`config.mk`:
```
export PLATFORM = sky130hd
export DESIGN_NAME = bus_demux_flat
export DESIGN_NICKNAME = d
export VERILOG_FILES = /design/src/rtl/bus_demux_pkg.sv /design/src/rtl/bus_demux_if.sv /design/src/rtl/bus_demux_slot.sv /design/src/rtl/bus_demux.sv /design/src/flat_wrapper.sv
export SDC_FILE = /design/constraint.sdc
export NUM_CORES = 1
export LEC_CHECK = 0
export ABC_AREA = 0
export CORE_MARGIN = 5
export CORE_UTILIZATION = 40
export CTS_BUF_LIST = sky130_fd_sc_hd__clkbuf_2 sky130_fd_sc_hd__clkbuf_4 sky130_fd_sc_hd__clkbuf_8
export CTS_CLUSTER_DIAMETER = 40
export DETAILED_ROUTE_END_ITERATION = 8
export GPL_ROUTABILITY_DRIVEN = 0
export PLACE_DENSITY = 0.72
export SYNTH_ARGS = -nofsm -noshare
export SYNTH_HDL_FRONTEND = slang
export SYNTH_SLANG_ARGS = --single-unit
```
`constraint.sdc`:
```
create_clock -name clk -period 1.4 [get_ports clk]
set_input_delay 0.28 -clock clk [delete_from_list [all_inputs] [get_ports clk]]
set_output_delay 0.28 -clock clk [all_outputs]
set_load 0.005 [all_outputs]
```
`src/rtl/bus_demux_pkg.sv`:
```
// Shared types and constants for the two-channel bus demultiplexer.
package bus_demux_pkg;

   localparam int DATA_W_DEF = 8;
   localparam int NUM_CH     = 2;
   localparam int CNT_W      = 8;

   // Channel index; channel 0 is the default route.
   typedef logic [0:0] ch_idx_t;
   localparam ch_idx_t CH0 = 1'b0;
   localparam ch_idx_t CH1 = 1'b1;

   // Per-channel holding FSM.
   typedef enum logic {
      SLOT_EMPTY = 1'b0,
      SLOT_FULL  = 1'b1
   } slot_state_e;

   // Channel 1 only for sel = (0,1); every other combination goes to channel 0.
   function automatic ch_idx_t route_ch(input logic ch0_sel, input logic ch1_sel);
      return (!ch0_sel && ch1_sel) ? CH1 : CH0;
   endfunction

endpackage

```
`src/rtl/bus_demux_if.sv`:
```
// Shared write bus: data word, write strobe and channel select bits.
interface bus_demux_if #(
   parameter int DATA_W = 8
) ();
   logic [DATA_W-1:0] din;
   logic              din_valid;
   logic              ch0_sel;
   logic              ch1_sel;

   modport master (output din, din_valid, ch0_sel, ch1_sel);
   modport slave  (input  din, din_valid, ch0_sel, ch1_sel);
endinterface

```
`src/rtl/bus_demux_slot.sv`:
```
// One channel: holding register, EMPTY/FULL FSM, sticky overflow, accept counter.
module demux_slot
   import bus_demux_pkg::*;
#(
   parameter int DATA_W = DATA_W_DEF
) (
   input  logic              clk,
   input  logic              reset,
   input  logic              wr_en,
   input  logic [DATA_W-1:0] wdata,
   input  logic              ack,
   input  logic              clr_ovf,
   output logic [DATA_W-1:0] data,
   output logic              valid,
   output logic              ovf,
   output logic [CNT_W-1:0]  cnt
);

   slot_state_e state;

   // Channel FSM; a set caused by a drop overrides a same-cycle clear.
   always_ff @(posedge clk) begin
      if (reset) begin
         state <= SLOT_EMPTY;
         data  <= '0;
         ovf   <= 1'b0;
         cnt   <= '0;
      end else begin
         if (clr_ovf) ovf <= 1'b0;
         case (state)
            SLOT_EMPTY: begin
               // ack with nothing held is ignored
               if (wr_en) begin
                  state <= SLOT_FULL;
                  data  <= wdata;
                  cnt   <= cnt + 1'b1;
               end
            end
            SLOT_FULL: begin
               if (wr_en && ack) begin
                  data <= wdata;
                  cnt  <= cnt + 1'b1;
               end else if (wr_en) begin
                  ovf <= 1'b1;
               end else if (ack) begin
                  state <= SLOT_EMPTY;
               end
            end
            default: state <= SLOT_EMPTY;
         endcase
      end
   end

   assign valid = (state == SLOT_FULL);

endmodule

```
`src/rtl/bus_demux.sv`:
```
// Routes the shared write bus into one of two channel slots.
module bus_demux
   import bus_demux_pkg::*;
#(
   parameter int DATA_W = DATA_W_DEF
) (
   input  logic              clk,
   input  logic              reset,
   bus_demux_if.slave        bus,
   input  logic              ch0_ack,
   input  logic              ch1_ack,
   input  logic              clr_ovf,
   output logic [DATA_W-1:0] ch0_data,
   output logic [DATA_W-1:0] ch1_data,
   output logic              ch0_valid,
   output logic              ch1_valid,
   output logic              ch0_ovf,
   output logic              ch1_ovf,
   output logic [CNT_W-1:0]  ch0_cnt,
   output logic [CNT_W-1:0]  ch1_cnt
);

   ch_idx_t                          tgt;
   logic [NUM_CH-1:0]                wr_en;
   logic [NUM_CH-1:0]                ack;
   logic [NUM_CH-1:0][DATA_W-1:0]    data;
   logic [NUM_CH-1:0]                valid;
   logic [NUM_CH-1:0]                ovf;
   logic [NUM_CH-1:0][CNT_W-1:0]     cnt;

   assign tgt = route_ch(bus.ch0_sel, bus.ch1_sel);
   assign ack = {ch1_ack, ch0_ack};

   for (genvar i = 0; i < NUM_CH; i++) begin : g_slot
      // Exactly one slot sees the strobe for any write.
      assign wr_en[i] = bus.din_valid && (tgt == ch_idx_t'(i));

      demux_slot #(.DATA_W(DATA_W)) u_slot (
         .clk     (clk),
         .reset   (reset),
         .wr_en   (wr_en[i]),
         .wdata   (bus.din),
         .ack     (ack[i]),
         .clr_ovf (clr_ovf),
         .data    (data[i]),
         .valid   (valid[i]),
         .ovf     (ovf[i]),
         .cnt     (cnt[i])
      );
   end

   assign ch0_data  = data[CH0];
   assign ch1_data  = data[CH1];
   assign ch0_valid = valid[CH0];
   assign ch1_valid = valid[CH1];
   assign ch0_ovf   = ovf[CH0];
   assign ch1_ovf   = ovf[CH1];
   assign ch0_cnt   = cnt[CH0];
   assign ch1_cnt   = cnt[CH1];

endmodule
```
`src/flat_wrapper.sv`:
```
// flat-port wrapper written by rule: the top's interface ports become plain ports
module bus_demux_flat import bus_demux_pkg::*;
#(
   parameter int DATA_W = DATA_W_DEF
)
  (clk, reset, ch0_ack, ch1_ack, clr_ovf, ch0_data, ch1_data, ch0_valid, ch1_valid, ch0_ovf, ch1_ovf, ch0_cnt, ch1_cnt, bus_din, bus_din_valid, bus_ch0_sel, bus_ch1_sel);
  bus_demux_if #(.DATA_W(DATA_W)) bus_i ();
  input  logic clk;
  input  logic reset;
  input  logic ch0_ack;
  input  logic ch1_ack;
  input  logic clr_ovf;
  output logic [DATA_W-1:0] ch0_data;
  output logic [DATA_W-1:0] ch1_data;
  output logic ch0_valid;
  output logic ch1_valid;
  output logic ch0_ovf;
  output logic ch1_ovf;
  output logic [CNT_W-1:0] ch0_cnt;
  output logic [CNT_W-1:0] ch1_cnt;
  input wire logic [$bits(bus_i.din)-1:0] bus_din;
  input wire logic [$bits(bus_i.din_valid)-1:0] bus_din_valid;
  input wire logic [$bits(bus_i.ch0_sel)-1:0] bus_ch0_sel;
  input wire logic [$bits(bus_i.ch1_sel)-1:0] bus_ch1_sel;
  assign bus_i.din = bus_din;
  assign bus_i.din_valid = bus_din_valid;
  assign bus_i.ch0_sel = bus_ch0_sel;
  assign bus_i.ch1_sel = bus_ch1_sel;
  bus_demux #(.DATA_W(DATA_W)) u_core (.clk(clk), .reset(reset), .bus(bus_i), .ch0_ack(ch0_ack), .ch1_ack(ch1_ack), .clr_ovf(clr_ovf), .ch0_data(ch0_data), .ch1_data(ch1_data), .ch0_valid(ch0_valid), .ch1_valid(ch1_valid), .ch0_ovf(ch0_ovf), .ch1_ovf(ch1_ovf), .ch0_cnt(ch0_cnt), .ch1_cnt(ch1_cnt));
endmodule
```
* After elaboration in Yosys (flattened, before gate mapping) *
Cells that the tools add are included.
W data, S select, Z words.

storage, ports and cells
  bits in registers = 36
  memory bits (read-only) = 0
  bits in writable memories = 0
  logic and storage cells = 56
  bits in latches = 0
  memories = 0

cells by class
  mux-type cells = 31
  $lt $le $gt $ge = 0
  shifts and indexed selects = 0
  bitwise gates (word level) = 3
  add/subtract/negate cells = 2
  reduce and logical (&&, ||, !) cells = 8
  divide/modulo/power cells = 0
  $mul = 0
  eq/ne operators = 4

operator list
  kind                   count
  $mux W8                8
  $pmux W8 S2            4
  $mux W1                17
  $add A8 B1 Y8 const B  2
  $logic_and A1 B1 Y1    5
  $ne A2 B1 Y1 const B   2
  $ne A2 B2 Y1 const B   2
  $pmux W1 S2            2
  $reduce_and A2 Y1      2
  $not A1 Y1             3
  $logic_not A1 Y1       1

* Longest topological paths before layout *
  word-level depth = 8
  mapped depth = 6

* Modules after synthesis *
A second synthesis with hierarchy kept.

unflattened totals
  cell total of the unflattened synthesis = 187
  area, all modules = 1596.5 µm²

by module, submodules not included
  module      sequential area each (µm²)  cells an instance  area each (µm²)  times used
  demux_slot  360.3                       92                 789.5            2
  bus_demux   0.0                         3                  17.5             1

* Worst setup path after synthesis *
No wires, ideal clock.

  path kind = register -> register
  start point = register u_core.g_slot[1].u_slot.state
  end point = register u_core.g_slot[1].u_slot.data[0]
  setup slack = 0.167 ns
  path buffers = 1
  data arrival time = 1.106 ns
  cell stages (with the launch flop) = 6
  cells stage by stage = dfxtp_1 nor2b_1 buf_2 nor2_4 mux2i_1 nor2_1

between the ends
  word-level cells in the longest chain between the ends = 3
  elaborated cells between the ends (all ways) = 5
  classes of those cells = 2 x eq/ne; 1 x mux; 1 x bitwise; 1 x reduce/logical

ends and longest elaborated chain
  what                                RTL line              text
  start, declared                     bus_demux_slot.sv:19  slot_state_e state;
  start signal, assigned              bus_demux_slot.sv:24  state <= SLOT_EMPTY;
  start signal, assigned              bus_demux_slot.sv:34  state <= SLOT_FULL;
  start signal, assigned              bus_demux_slot.sv:46  state <= SLOT_EMPTY;
  $not A1 Y1                          n/a
  $ne A2 B2 Y1 (no source line)       n/a
  $reduce_and A2 Y1 (no source line)  n/a
  end signal, assigned                bus_demux_slot.sv:35  data <= wdata;
  end signal, assigned                bus_demux_slot.sv:41  data <= wdata;
  end, declared                       bus_demux_slot.sv:13  output logic [DATA_W-1:0] data,

Parallel ways exist; a longest one is shown, timed or not.
A chain may end at the register's enable or synchronous reset.

* Worst setup path after layout *
  start point = input ch1_ack
  end point = register u_core.g_slot[1].u_slot.cnt[6]

between the ends
  word-level cells in the longest chain between the ends = 3

ends and longest elaborated chain
  what                                RTL line              text
  start, declared                     flat_wrapper.sv:11    input logic ch1_ack;
  $logic_and A1 B1 Y1                 bus_demux_slot.sv:40  if (wr_en && ack) begin
  $ne A2 B1 Y1 (no source line)       n/a
  $reduce_and A2 Y1 (no source line)  n/a
  end signal, assigned                bus_demux_slot.sv:36  cnt <= cnt + 1'b1;
  end signal, assigned                bus_demux_slot.sv:42  cnt <= cnt + 1'b1;
  end, declared                       bus_demux_slot.sv:16  output logic [CNT_W-1:0] cnt

No other way between the ends.

==> qor.txt <==
outcome = completed
vias in the first global route = 1395
Avg WL per Cell = 13.8 um
Synth Flop Type = dfxtp_1
Synth top cells by count = dfxtp_1 (36), nor2_1 (33), mux2i_1 (17)
Synth Area per Inst = 10.1 sq um
Slew @ Worst Pin = 0.305 ns
synthesis-stage register bit count = 36
n_diodes = 0
synth unique cells = 29
Pwr Total = 2.27 mW
CP arrival = 1.51 ns
total negative slack = 0 ns
Post-Syn Instances = 152
router iterations before antenna repair = 4
via count = 1331
CTS max path bufs = 2
Final ANT Viol Nets = 0
clk root buf = clkbuf_8
CP cell instances = clkdlybuf4s50_1, nor2b_4, buf_4, nor4_4, xnor2_1, nor2_1
fmax = 749 MHz
PortBufs = 51
GRT Total Usage = 0.155
Post-DP HPWL = 2.63 mm
Synth top area share = 0.468
number of vias per cell = 4.84
CTS tree = built
H-tree levels = 2
core area = 3690 sq um
layout cells sized above 1 = 0.308
fin. max-slew vios = 0
sequential area share after synthesis = 0.468
Syn Nets = 170
TritonCTS Sinks = 36
CTS Buf Count = 5
leakage = 1.16 nW
count leader, synth = dfxtp_1
mapped cell area = 1540 sq um
number of placed instances, taps included = 254
Area contributors post-synth = dfxtp_1 (47%), mux2i_1 (11%), nor2_1 (8.0%)
GR Layer Usage met3 = 0.0706
Warnings, synthesis = 0
post-layout util = 0.673
initial antenna violation count = 0
Slew HR = 0.797
fillcell total = 304
final setup violation count = 0
Total Wirelength = 3.80 mm
Hold Path Depth = 4
unrepaired setup endpoints after global routing = no
Async S/R FF share, synth = 0
Peak VDD IR = 0.000600 V
Critical Path End Type = register
Largest stage delay, worst path = 0.50 ns
Synth area leader = dfxtp_1
worst min-delay path class = input pin to register
Clock transition at path regs = 0.07 ns
R2R setup slack = 0.11 ns
gr ovfl total = 0
largest net degree at the start of global routing = 37
DRC Markers = 0
Max-Cap Viols = 0
GR Util met2 = 0.266
critical path class = input pin to register
Tcrit/Tclk final = 0.953
fin nets = 244
Hold Fails Final Rpt = 0
Die Height = 72.0 um
HP Start = bus_din_valid
EDFF count, synth = 0
Worst path top cell family by delay = buffers and inverters
worst path bufs/invs = 2
grt peak-use layer = met2
placed inst area = 2180 sq um
# IOs = 52
Layout Cells excl Fill = 275
first-pass GRT wire length = 6.32 mm
Hold Path Sink = u_core.g_slot[1].u_slot.valid
critical-path maximum fanout = 7
met1 Resource Use GR = 0.175
initial core utilization = 0.417
initial drt markers = 70
r2r endpoint = u_core.g_slot[1].u_slot.cnt[6]
P per Cell Area = 915 nW/um^2
CP required = 1.58 ns
row count = 22
Reg2Reg Depth = 6
die width = 72.0 um
Die ar. = 5190 sq um
Final Cell Area = 2480 sq um
worst skew pair latency = 0.29 ns
crit path time final = 1.33 ns
Area Overhead vs Synth = 61.3%
slowest cell on the critical path = clkdlybuf4s50_1
Fin Clk Skew = 0.00593 ns
CP startpoint kind = input pin
worst r2r src = u_core.g_slot[1].u_slot.cnt[0]
-- stage by stage --
stage	hold slack [ns]	setup WS, ns
after floorplan	0.424	0.167
after global placement	0.476	-0.483
after detailed placement	0.487	-0.523
after CTS	0.497	-0.0184
after global routing	0.512	0.00202
final	0.469	0.0652
-- how the worst max path moves through the flow --
stage	depth (start not counted)	to	from	slack, ns
3_5_place_dp	6	u_core.g_slot[1].u_slot.data[0]	ch1_ack	-0.52
4_1_cts	6	u_core.g_slot[1].u_slot.data[0]	bus_ch1_sel	-0.02
2_1_floorplan	5	u_core.g_slot[1].u_slot.data[0]	u_core.g_slot[1].u_slot.valid	0.17
5_1_grt	6	u_core.g_slot[0].u_slot.data[4]	ch0_ack	0.002
3_3_place_gp	6	u_core.g_slot[1].u_slot.data[0]	ch1_ack	-0.48
6_report	6	u_core.g_slot[1].u_slot.cnt[6]	ch1_ack	0.07
-- sequential cells by signal (all words and copies together) (netlist names) --
| register | cells |
|---|---|
| u_core.g_slot.u_slot.valid | 2 |
| u_core.g_slot.u_slot.cnt | 16 |
| u_core.g_slot.u_slot.data | 16 |
| u_core.g_slot.u_slot.ovf | 2 |
-- per-layer routing --
metal / routed length (um) / up-vias
met3: 265 / 3
met4: 22 / 0
met1: 1680 / 620
met2: 1830 / 38
met5: 0 / -
li1: - / 670
-- cell type report --
cell class                      instances  area (sq um)  share of cell area
Multi-Input combinational cell        107           845               0.340
Sequential cell                        36           761               0.306
Timing Repair Buffer                   75           702               0.283
Clock buffer                            5          68.8              0.0277
Tap cell                               48          60.1              0.0242
Clock inverter                          3          42.5              0.0171
Inverter                                1          3.75             0.00151
-- kinds of logic (layout without fill, tap and decap cells) --
group | after synthesis | in the layout | synth area share
AOI/OAI and AO/OA | 10 | 10 | 0.0374
xor gates and xnor gates | 12 | 12 | 0.0683
adders and majority gates | 2 | 2 | 0.0163
buffers and inverters | 9 | 84 | 0.0350
DFF | 36 | 36 | 0.468
muxes | 17 | 17 | 0.111
and+or+nand+nor | 66 | 66 | 0.264
-- power by group --
group	internal [mW]	switching [mW]	leakage [nW]	total [mW]
logic	0.159	0.130	0.798	0.289
registers	1.05	0.0186	0.304	1.07
clock network	0.527	0.384	0.0541	0.910
total	1.74	0.533	1.16	2.27
-- worst reg2reg max path, stage by stage (launching register included) --
cell and delay, ns:
dfxtp_4 0.35, buf_4 0.12, ha_4 0.14, nand2_1 0.08, nor4_4 0.28, xnor2_1 0.16, nor2_1 0.05
-- cell usage in the layout, fill, tap and decap left out, types with 2 or more instances in the layout --
cell type	Yosys	layout
a21oi_1	5	5
a32oi_1	2	2
buf_12	0	3
buf_4	1	19
buf_6	2	2
clkbuf_8	0	5
clkdlybuf4s50_1	0	12
dfxtp_1	36	14
dfxtp_2	0	17
dfxtp_4	0	5
dlygate4sd2_1	0	35
dlymetal6s2s_1	0	4
mux2i_1	17	17
nand2_1	8	8
nand4_1	3	3
nand4_4	2	3
nor2_1	33	33
nor4_2	8	3
nor4_4	0	5
o21ai_0	3	3
or3_1	2	2
xnor2_1	10	10
xor2_1	2	2
-- timing repair --
| item | CTS | global route |
|---|---|---|
| hold buffers | 0 | 0 |
| setup buffers | 10 | 3 |
| resized for setup | 70 | 10 |
| endpoints found under the setup margin | 55 | 20 |
| pin swaps | 5 | 5 |
(Power assumes the default switching activity.)
